===== src/rtl/csa_pkg.sv =====
// Shared definitions for the carry-save resolver: FSM encoding and
// parameter-derived helpers (chunk count, chunk-index width, legality).
package csa_pkg;

    typedef enum logic [1:0] {
        IDLE = 2'd0,
        RUN  = 2'd1,
        DONE = 2'd2
    } state_t;

    // Number of CHUNK-bit slices in a WIDTH-bit operand
    function automatic int nchunk(input int width, input int chunk);
        return width / chunk;
    endfunction

    // Width of the chunk index; at least one bit even for a single chunk
    function automatic int idx_width(input int n);
        return (n > 1) ? $clog2(n) : 1;
    endfunction

    // WIDTH must split evenly into chunks and leave room for the shifted carry
    function automatic bit params_ok(input int width, input int chunk);
        return (chunk > 0) && (width >= 2) && (width % chunk == 0);
    endfunction

endpackage


===== src/rtl/csa_chunk_adder.sv =====
// Combinational CHUNK-bit ripple adder built from full-adder cells that use
// the same sum (xor) / carry (majority) equations as the 3:2 compressor cell.
module csa_chunk_adder #(
    parameter int CHUNK = 4
) (
    input  logic [CHUNK-1:0] a,
    input  logic [CHUNK-1:0] b,
    input  logic             cin,
    output logic [CHUNK-1:0] sum,
    output logic             cout
);

    logic [CHUNK:0] c;

    assign c[0] = cin;

    for (genvar i = 0; i < CHUNK; i++) begin : g_fa
        assign sum[i]   = a[i] ^ b[i] ^ c[i];
        assign c[i+1]   = (a[i] & b[i]) | (a[i] & c[i]) | (b[i] & c[i]);
    end

    assign cout = c[CHUNK];

endmodule


===== src/rtl/csa_resolver.sv =====
// Resolves a carry-save (sum, carry) pair into plain binary, CHUNK bits per
// cycle, using a single small ripple adder and a carry register between chunks.
module csa_resolver
    import csa_pkg::*;
#(
    parameter int WIDTH = 16,
    parameter int CHUNK = 4
) (
    input  logic             clk,
    input  logic             rst,
    input  logic             in_valid,
    output logic             in_ready,
    input  logic [WIDTH-1:0] in_sum,
    input  logic [WIDTH-1:0] in_carry,
    output logic             out_valid,
    input  logic             out_ready,
    output logic [WIDTH+1:0] out_result
);

    localparam int NCHUNK = nchunk(WIDTH, CHUNK);
    localparam int IW     = idx_width(NCHUNK);
    localparam logic [IW-1:0] LAST = IW'(NCHUNK - 1);

    if (!params_ok(WIDTH, CHUNK)) begin : g_bad_params
        $error("csa_resolver: WIDTH must be >= 2 and a multiple of CHUNK");
    end

    state_t           state;
    logic [WIDTH-1:0] opa;      // sum vector
    logic [WIDTH-1:0] opb;      // carry vector pre-shifted to its true weight
    logic             top;      // carry MSB that shifts out past WIDTH
    logic [IW-1:0]    idx;
    logic             cy;

    logic [CHUNK-1:0] ch_sum;
    logic             ch_cout;

    csa_chunk_adder #(.CHUNK(CHUNK)) u_add (
        .a    (opa[idx*CHUNK +: CHUNK]),
        .b    (opb[idx*CHUNK +: CHUNK]),
        .cin  (cy),
        .sum  (ch_sum),
        .cout (ch_cout)
    );

    // Control FSM with registered handshake outputs and chunk-serial result write
    always_ff @(posedge clk or posedge rst) begin
        if (rst) begin
            state      <= IDLE;
            in_ready   <= 1'b1;
            out_valid  <= 1'b0;
            out_result <= '0;
            opa        <= '0;
            opb        <= '0;
            top        <= 1'b0;
            idx        <= '0;
            cy         <= 1'b0;
        end else begin
            case (state)
                IDLE: begin
                    if (in_valid) begin
                        opa      <= in_sum;
                        opb      <= {in_carry[WIDTH-2:0], 1'b0};
                        top      <= in_carry[WIDTH-1];
                        idx      <= '0;
                        cy       <= 1'b0;
                        in_ready <= 1'b0;
                        state    <= RUN;
                    end
                end
                RUN: begin
                    out_result[idx*CHUNK +: CHUNK] <= ch_sum;
                    cy  <= ch_cout;
                    idx <= idx + 1'b1;
                    if (idx == LAST) begin
                        // top (weight 2^WIDTH) plus final chunk carry fills the 2 MSBs
                        out_result[WIDTH+1:WIDTH] <= {1'b0, top} + {1'b0, ch_cout};
                        out_valid <= 1'b1;
                        state     <= DONE;
                    end
                end
                DONE: begin
                    if (out_ready) begin
                        out_valid <= 1'b0;
                        in_ready  <= 1'b1;
                        state     <= IDLE;
                    end
                end
                default: begin
                    state     <= IDLE;
                    in_ready  <= 1'b1;
                    out_valid <= 1'b0;
                end
            endcase
        end
    end

endmodule


===== config.mk =====
export PLATFORM = sky130hd
export DESIGN_NAME = csa_resolver
export DESIGN_NICKNAME = d
export VERILOG_FILES = /design/src/rtl/csa_pkg.sv /design/src/rtl/csa_chunk_adder.sv /design/src/rtl/csa_resolver.sv
export SDC_FILE = /design/constraint.sdc
export NUM_CORES = 1
export LEC_CHECK = 0
export CORE_MARGIN = 8
export CORE_UTILIZATION = 51
export CTS_CLUSTER_SIZE = 25
export DETAILED_ROUTE_END_ITERATION = 10
export GPL_ROUTABILITY_DRIVEN = 0
export PLACE_DENSITY = 0.8
export SLEW_MARGIN = 15
export SYNTH_ARGS = -nofsm -noshare
export SYNTH_HDL_FRONTEND = slang
export SYNTH_SLANG_ARGS = --single-unit

===== constraint.sdc =====
create_clock -name clk -period 4 [get_ports clk]
set_input_delay 0.8 -clock clk [delete_from_list [all_inputs] [get_ports clk]]
set_output_delay 0.8 -clock clk [all_outputs]
set_load 0.02 [all_outputs]

**After elaboration in Yosys (flattened, before gate mapping)**

Cells that the tools add are included.

- Mux-type cells: 15
- Add/subtract/negate cells: 3
- Reductions and logical operators: 7
- Bitwise gates (word level): 30
- Shift-type cells: 4
- Equality and inequality tests: 6

Operators by type and width:

| operator | count |
|---|---|
| $neg A4 Y34 | 1 |
| $shift A4 B34 Y18 const A | 1 |
| $shiftx A4 B34 Y18 | 1 |
| $shiftx A16 B5 Y4 | 2 |
| $bwmux W18 | 1 |
| $and A1 B1 Y1 | 12 |
| $mux W2 | 5 |
| $reduce_and A3 Y1 | 3 |
| $or A1 B1 Y1 | 8 |
| $xor A1 B1 Y1 | 8 |
| $ne A2 B2 Y1 const B | 3 |
| $pmux W1 S3 | 2 |
| $pmux W2 S3 | 1 |
| $eq A2 B2 Y1 const B | 2 |
| $mux W1 | 4 |
| $pmux W2 S2 | 1 |
| $reduce_and A2 Y1 | 2 |
| $add A1 B1 Y2 | 1 |
| $add A2 B1 Y2 const B | 1 |
| $eq A2 B1 Y1 const B | 1 |
| $logic_not A2 Y1 | 1 |
| $not A1 Y1 | 2 |
| $pmux W1 S2 | 1 |
| $reduce_bool A2 Y1 | 1 |

- Word-level logic and storage cells: 74
- Bits in registers: 57

**Longest topological paths before layout**

Gate-level depths: netlist of the first run.

- Depth after elaboration: 15
- Depth in mapped cells: 13

**By module**

Synthesis of the first run repeated with hierarchy kept, for this count alone.

- Cells, all modules: 192
- Area, all modules: 2,691.3 sq um

By module, submodules not included:

| module | cells each | area an instance (sq um) | times used |
|---|---|---|---|
| csa_resolver | 178 | 2,573.7 | 1 |
| csa_chunk_adder | 14 | 117.6 | 1 |

**Worst setup path before layout of the first run**

OpenSTA, ideal clock, no wires.

- Kind: register to register
- From: register idx[0]
- To: register out_result[16]
- Buffers on the path: 1
- Library setup time: 0.122 ns
- Stages on the path, launching flop included: 13
- Arrival: 2.770 ns
- Period minus slack after synthesis: 2.892 ns
- Slack: 1.108 ns
- Cell sequence: dfrtp_1 -> buf_6 -> inv_1 -> o21ai_0 -> fa_1 -> inv_1 -> fa_1 -> fa_1 -> fa_1 -> inv_1 -> ha_1 -> a21oi_1 -> a21oi_1

- Longest elaborated chain between the ends: 15
- Elaborated cells on any way between the ends: 37
- Those cells by class: add/sub: 2; eq/ne: 1; shift: 4; mux: 2; bitwise: 28

RTL lines:

| what | line | text |
|---|---|---|
| start, declared | csa_resolver.sv:32 | `logic [IW-1:0] idx;` |
| start signal, assigned | csa_resolver.sv:74 | `idx <= idx + 1'b1;` |
| $shiftx A16 B5 Y4, on equally long branches | csa_resolver.sv:39, csa_resolver.sv:40 |  |
| $and A1 B1 Y1 | csa_chunk_adder.sv:19 | `assign c[i+1] = (a[i] & b[i]) \| (a[i] & c[i]) \| (b[i] & c[i]);` |
| $or A1 B1 Y1 (2 in series) | csa_chunk_adder.sv:19 |  |
| $and A1 B1 Y1 | csa_chunk_adder.sv:19 |  |
| $or A1 B1 Y1 (2 in series) | csa_chunk_adder.sv:19 |  |
| $and A1 B1 Y1 | csa_chunk_adder.sv:19 |  |
| $or A1 B1 Y1 (2 in series) | csa_chunk_adder.sv:19 |  |
| $and A1 B1 Y1 | csa_chunk_adder.sv:19 |  |
| $or A1 B1 Y1 (2 in series) | csa_chunk_adder.sv:19 |  |
| $add A1 B1 Y2 | csa_resolver.sv:77 | `out_result[WIDTH+1:WIDTH] <= {1'b0, top} + {1'b0, ch_cout};` |
| $mux W2 (*) | csa_resolver.sv:75 | `if (idx == LAST) begin` |
| end signal, assigned by index | csa_resolver.sv:72 | `out_result[idx*CHUNK +: CHUNK] <= ch_sum;` |
| end signal, assigned by index | csa_resolver.sv:77 |  |
| end, declared | csa_resolver.sv:17 | `output logic [WIDTH+1:0] out_result` |

Mark *: on every way between the ends. The rest lies on a longest branch, timed or not.
A chain may end at the register's enable or synchronous reset.

**Worst setup path in the final report of the first run**

- From: register idx[1]
- To: register out_result[15]

- Longest elaborated chain between the ends: 13
- Elaborated cells on any way between the ends: 29
- Those cells by class: add/sub: 1; shift: 4; mux: 1; bitwise: 23

RTL lines:

| what | line | text |
|---|---|---|
| $shiftx A16 B5 Y4, on equally long branches | csa_resolver.sv:39, csa_resolver.sv:40 |  |
| $and A1 B1 Y1 | csa_chunk_adder.sv:19 |  |
| $or A1 B1 Y1 (2 in series) | csa_chunk_adder.sv:19 |  |
| $and A1 B1 Y1 | csa_chunk_adder.sv:19 |  |
| $or A1 B1 Y1 (2 in series) | csa_chunk_adder.sv:19 |  |
| $and A1 B1 Y1 | csa_chunk_adder.sv:19 |  |
| $or A1 B1 Y1 (2 in series) | csa_chunk_adder.sv:19 |  |
| $xor A1 B1 Y1 | csa_chunk_adder.sv:18 | `assign sum[i] = a[i] ^ b[i] ^ c[i];` |
| $shiftx A4 B34 Y18 | csa_resolver.sv:72 |  |
| $bwmux W18 (*) | csa_resolver.sv:72 |  |

Marked as above.

==> results of run 1 <==
-- per-stage QoR --
step,total power [mW],area [µm²],hold slack (ns)
2_1_floorplan,2.13,2720,0.453
3_3_place_gp,2.57,3310,0.456
5_1_grt,3.30,3470,0.513
4_1_cts,3.09,3470,0.484
3_5_place_dp,2.64,3310,0.470
6_report,3.06,3470,0.479
-- power by group through the flow --
stage	combinational, mW	clock (mW)	sequential, mW
6_report	1.55	0.444	1.07
5_1_grt	1.71	0.487	1.11
4_1_cts	1.56	0.460	1.07
3_5_place_dp	1.55	0	1.08
3_3_place_gp	1.51	0	1.06
2_1_floorplan	1.06	0	1.07
-- state kept, by name, summed over array words and instances, names as in the netlist --
signal      cells
out_result     18
state           2
in_ready        1
idx             2
cy              1
out_valid       1
top             1
opa            16
opb            15
-- kinds of logic after synthesis --
group           count (synthesis)
simple gates                   39
fa+ha+maj                      12
buf+inv                        22
flops                          57
compound gates                 30
mux                            41
-- worst reg2reg max path, stage by stage (launching register included) --
cell and delay (ns):
dfrtp_1 0.76, mux2i_1 0.15, o21ai_0 0.21, fa_1 0.20, inv_1 0.05, fa_1 0.37, fa_1 0.40, fa_1 0.54
o41ai_1 0.41
-- how the worst max path moves through the flow --
stage | from | endpoint | slack [ns] | cells after the start
global route | idx[1]$_DFFE_PP0P_ | out_result[15]$_DFFE_PP0P_ | 0.66 | 8
detailed placement | idx[1]$_DFFE_PP0P_ | out_result[15]$_DFFE_PP0P_ | 0.82 | 8
global placement | idx[1]$_DFFE_PP0P_ | out_result[16]$_DFFE_PP0P_ | 0.96 | 11
finish | idx[1]$_DFFE_PP0P_ | out_result[15]$_DFFE_PP0P_ | 0.80 | 8
CTS | idx[1]$_DFFE_PP0P_ | out_result[15]$_DFFE_PP0P_ | 0.80 | 8
floorplan | idx[0]$_DFFE_PP0P_ | out_result[16]$_DFFE_PP0P_ | 1.11 | 12
-- layout make-up --
class | instances | area (µm²) | share of cell area, %
well taps | 70 | 87.6 | 2.52
inverters | 14 | 52.6 | 1.51
multi-input cells | 122 | 1170 | 33.7
repair buffers | 58 | 573 | 16.5
flip-flops and latches | 57 | 1430 | 41.1
clock buffers | 11 | 141 | 4.07
clock inverters | 4 | 20.0 | 0.576
-- cells in the final DEF (no fill, tap or decap), drive strengths merged, types with 4 or more instances in the layout --
cell           count
a21oi              5
clkbuf            11
clkdlybuf4s50     55
clkinv             4
dfrtp             56
fa                 4
ha                 8
inv               14
mux2              32
mux4               7
nand2             20
nor2               7
o21ai              5
o2bb2ai            4
o41ai              9
-- per-layer routing --
layer	GRT usage (%)	vias to the layer above	routed length, µm
li1	-	848	-
met1	19.5	895	2390
met2	25.9	55	2830
met3	6.25	5	378
met4	4.83	0	60
met5	0	-	0
==> impl_metrics.json, run 1 <==
{
  "status": "finished, final reports clean",
  "postRouteAntennaNets": 0,
  "dieWidth_um": 89.0,
  "area_growth_pct": 27.8,
  "crit_chain": "mux2i_1, o21ai_0, fa_1, inv_1, fa_1, fa_1, fa_1, o41ai_1",
  "numCtsBuffers": 9,
  "stdcell_count": 336,
  "drv_slew": 0,
  "slew-limit-headroom_pct": 57.1,
  "synth_cells": 201,
  "port_buffers": 55,
  "skew_ns": 0.00464,
  "synth_mux_area_share_pct": 19.8,
  "switchingPower_mw": 1.23,
  "drt_iter0_drc": 73,
  "grt_start_max_net_pins": 33,
  "cts_buffer_depth": 2,
  "drc": 0,
  "fmax_ghz": 0.313,
  "syn_area_per_cell_um2": 13.5,
  "cp_common_cell": "fa_1",
  "clkPwrFrac_pct": 14.5,
  "holdPathStages": 2,
  "finalSetupViolations": 0,
  "design.die.area_um2": 7920,
  "yosysUniqueCellTypes": 32,
  "first_pass_iters": 4,
  "synth-compound-area-share_pct": 8.06,
  "crit_fanout": 15,
  "antennaDiodeCount": 0,
  "synth_nets": 249,
  "synthSimpleGateAreaFrac_pct": 8.61,
  "vdd_drop_max_v": 0.000402,
  "place_ws_ns": 0.819,
  "ys_seq_area_share_pct": 52.5,
  "end_kind": "flop",
  "synth_ff_type": "dfrtp_1",
  "crit_type": "flop to flop",
  "cts_setup_buffers": 0,
  "drive_gt1_share_pct": 22.6,
  "seqPwrFrac_pct": 34.9,
  "critPathTopFamily": "adder cells",
  "worst_slew_pin_slew_ns": 0.644,
  "grt_usage_pct": 16.1,
  "ys_ff_latch": 57,
  "initial_utilization_pct": 52.9,
  "fin_ws_ns": 0.801,
  "cp.arrival_ns": 3.41,
  "hold_viol": 0,
  "synth_area_leaders": "dfrtp_1 52%, mux2_2 12%, mux4_2 5.8%",
  "grt_pass1_wl_um": 9590,
  "cts_sinks": 57,
  "cpPeakStageDelay_ns": 0.76,
  "viasPerCell": 5.37,
  "clkTransAtPathRegs_ns": 0.06,
  "dp.cells": 321,
  "switching_share_pct": 40.1,
  "synth_common_cells": "56 x dfrtp_1, 30 x mux2_2, 20 x nand2_1, 14 x inv_1, 9 x o41ai_1",
  "vias": 1803,
  "leakagePower_nw": 1.50,
  "ys_async_sr_fraction_pct": 100,
  "dieHeight_um": 89.0,
  "timing.rr.start": "idx[1]$_DFFE_PP0P_",
  "h-tree-depth": 3,
  "cp_slowest_cell": "dfrtp_1",
  "synthesis.area_um2": 2720,
  "max_cap_viol_count": 0,
  "tns_ns": 0,
  "cts_tree": "built",
  "rows": 26,
  "nFillCells": 429,
  "antenna_found_initial": 0,
  "hold_path_class": "flop to flop",
  "dp.final_hpwl_um": 4260,
  "worst_r2r_path_depth": 8,
  "post_cts_resized": 0,
  "comb_power_share_pct": 50.5,
  "p_int_mw": 1.83,
  "worstPathBufferInverterCount": 1,
  "clock_latency_ns": 0.33,
  "r2r_slack_ns": 0.80,
  "synth_top_cell_area_share_pct": 51.6,
  "synth_xor_area_share_pct": 0,
  "yosysTopAreaCell": "dfrtp_1",
  "wirelength_um": 5660,
  "wl_per_cell_um": 16.8,
  "min_from": "out_result[9]$_DFFE_PP0P_",
  "yosysWarnings": 0,
  "cp.required_ns": 4.21,
  "start_kind": "flop",
  "synth_edf_count": 0,
  "min_to": "out_result[9]$_DFFE_PP0P_",
  "final.period_utilization_pct": 80.0,
  "nets": 310,
  "synthAdderAreaFrac_pct": 6.63,
  "core-area_um2": 5140,
  "ioPinCount": 56,
  "p_per_area_nw_per_um2": 882,
  "period_minus_slack_ns": 3.20,
  "rsz0062_at_grt": "no",
  "worstReg2RegEnd": "out_result[15]$_DFFE_PP0P_",
  "post-route-util_pct": 67.6,
  "cts_root_buf": "clkbuf_8",
  "grt.overflow.total": 0,
  "synth_top_family_by_area": "multiplexers",
  "hold_buffers": 0,
  "grt_pass1_vias": 1928,
  "yosysMostFrequentCell": "dfrtp_1"
}
Note: power is estimated with default switching activity, not from simulation.
==> run 2: changes to the inputs <==
--- a/config.mk
+++ b/config.mk
@@ -6,11 +6,11 @@
 export NUM_CORES = 1
 export LEC_CHECK = 0
 export CORE_MARGIN = 8
-export CORE_UTILIZATION = 51
+export CORE_UTILIZATION = 46
 export CTS_CLUSTER_SIZE = 25
 export DETAILED_ROUTE_END_ITERATION = 10
 export GPL_ROUTABILITY_DRIVEN = 0
-export PLACE_DENSITY = 0.8
+export PLACE_DENSITY = 0.76
 export SLEW_MARGIN = 15
 export SYNTH_ARGS = -nofsm -noshare
 export SYNTH_HDL_FRONTEND = slang
==> constraint.sdc (replaced) <==
create_clock -name clk -period 2.8 [get_ports clk]
set_input_delay 0.56 -clock clk [delete_from_list [all_inputs] [get_ports clk]]
set_output_delay 0.56 -clock clk [all_outputs]
set_load 0.02 [all_outputs]
==> impl_metrics.json, run 2 (synthesis gave the netlist of run 1 again) <==
{
  "critical_path.endpoint": "out_result[15]$_DFFE_PP0P_",
  "timing.rr.start": "idx[0]$_DFFE_PP0P_",
  "vias": 1800,
  "port_buffers": 55,
  "drt_iter0_drc": 54,
  "grt_start_max_net_pins": 38,
  "leakagePower_nw": 1.54,
  "vdd_drop_max_v": 0.000690,
  "grt_pass1_wl_um": 9470,
  "first_pass_iters": 5,
  "cts_tree": "built",
  "drv_slew": 0,
  "hold_buffers": 0,
  "fin_ws_ns": 0.0636,
  "crit_start": "idx[0]$_DFFE_PP0P_",
  "p_per_area_nw_per_um2": 1300,
  "design.die.area_um2": 8620,
  "wirelength_um": 5660,
  "worst_slew_pin_slew_ns": 0.594,
  "crit_fanout": 6,
  "area_growth_pct": 32.1,
  "core-area_um2": 5820,
  "nFillCells": 479,
  "hold_path_class": "flop to flop",
  "cp.required_ns": 3.03,
  "final_cell_mix": "55 x clkdlybuf4s50_1, 54 x dfrtp_1, 30 x mux2_2, 20 x nand2_1, 12 x inv_1",
  "holdPathStages": 2,
  "cts_sinks": 57,
  "initial_utilization_pct": 46.7,
  "dieHeight_um": 92.9,
  "start_kind": "flop",
  "largestRegisters": "out_result x18, opa x16, opb x15",
  "status": "finished, final reports clean",
  "cp.arrival_ns": 2.97,
  "hold_viol": 0,
  "wl_per_cell_um": 16.4,
  "final.period_utilization_pct": 97.7,
  "worst_r2r_path_depth": 7,
  "cts_buffer_depth": 2,
  "drive_gt1_share_pct": 27.3,
  "dp.cells": 330,
  "clkTransAtPathRegs_ns": 0.06,
  "drc": 0,
  "final_common_cell": "clkdlybuf4s50_1",
  "post-route-util_pct": 61.7,
  "h-tree-depth": 3,
  "finalSetupViolations": 0,
  "largest_register_ffs": 18,
  "ioPinCount": 56,
  "dp.final_hpwl_um": 4290,
  "numCtsBuffers": 9,
  "clock_latency_ns": 0.33,
  "grt_usage_pct": 14.1,
  "holdWs_ns": 0.475,
  "cts_root_buf": "clkbuf_8",
  "skew_ns": 0.00524,
  "max_cap_viol_count": 0,
  "fmax_ghz": 0.365,
  "antenna_found_initial": 0,
  "slew-limit-headroom_pct": 60.4,
  "top_register": "out_result",
  "grt.overflow.total": 0,
  "dieWidth_um": 92.9,
  "antennaDiodeCount": 0,
  "crit_type": "flop to flop",
  "postRouteAntennaNets": 0,
  "period_minus_slack_ns": 2.74,
  "r2r_slack_ns": 0.06,
  "worstReg2RegEnd": "out_result[15]$_DFFE_PP0P_",
  "end_kind": "flop",
  "nets": 314,
  "stdcell_count": 346,
  "grt_pass1_vias": 1956,
  "viasPerCell": 5.20,
  "rsz0062_at_grt": "yes",
  "rows": 28,
  "place_ws_ns": -0.0614
}
==> run 2: area by class of cell <==
type | count | area [µm²] | area share [%]
Sequential cell | 57 | 1430 | 39.8
Multi-Input combinational cell | 122 | 1200 | 33.5
Timing Repair Buffer | 62 | 616 | 17.1
Clock buffer | 11 | 141 | 3.94
Tap cell | 75 | 93.8 | 2.61
Clock inverter | 5 | 55.1 | 1.53
Inverter | 14 | 52.6 | 1.46
==> run 2: metrics by stage <==
| step | instance area (µm²) | total power, mW | TNS, ns |
|---|---|---|---|
| 3_5_place_dp | 3360 | 3.84 | -0.0934 |
| 3_3_place_gp | 3360 | 3.77 | 0 |
| 5_1_grt | 3590 | 4.98 | -0.105 |
| 2_1_floorplan | 2720 | 3.06 | 0 |
| 4_1_cts | 3570 | 4.63 | 0 |
| 6_report | 3590 | 4.66 | 0 |
==> run 2: worst max-delay path, stage by stage, from the launching register on <==
cell and delay (ns):
dfrtp_2 0.43, mux4_2 0.53, fa_1 0.40, inv_1 0.08, fa_1 0.18, fa_2 0.20, fa_2 0.49, o41ai_2 0.32
==> run 2: what timing repair did <==
action,CTS,global route
pin swaps,0,2
setup endpoints to repair,4,5
buffers inserted,0,0
gates resized for setup,3,4
endpoints found under the hold margin,0,0
==> run 2: layer usage <==
metal	GRT usage [%]	share of wire, %
met5	0	0
met4	8.19	2.0
met3	4.29	5.8
met2	22.2	48
met1	16.7	45
==> run 2: where the power goes <==
| part | total (mW) | internal (mW) | switching, mW |
|---|---|---|---|
| registers | 1.50 | 1.21 | 0.288 |
| logic | 2.41 | 1.17 | 1.25 |
| clock network | 0.748 | 0.431 | 0.316 |
==> run 2: how the worst min path moves through the flow <==
stage                               startpoint                         end  slack, ns
floorplan                  opa[13]$_DFFE_PP0P_         opa[13]$_DFFE_PP0P_       0.45
global placement     out_result[9]$_DFFE_PP0P_   out_result[9]$_DFFE_PP0P_       0.46
detailed placement  out_result[13]$_DFFE_PP0P_  out_result[13]$_DFFE_PP0P_       0.46
CTS                 out_result[10]$_DFFE_PP0P_  out_result[10]$_DFFE_PP0P_       0.48
global route         out_result[8]$_DFFE_PP0P_   out_result[8]$_DFFE_PP0P_       0.50
finish              out_result[10]$_DFFE_PP0P_  out_result[10]$_DFFE_PP0P_       0.47
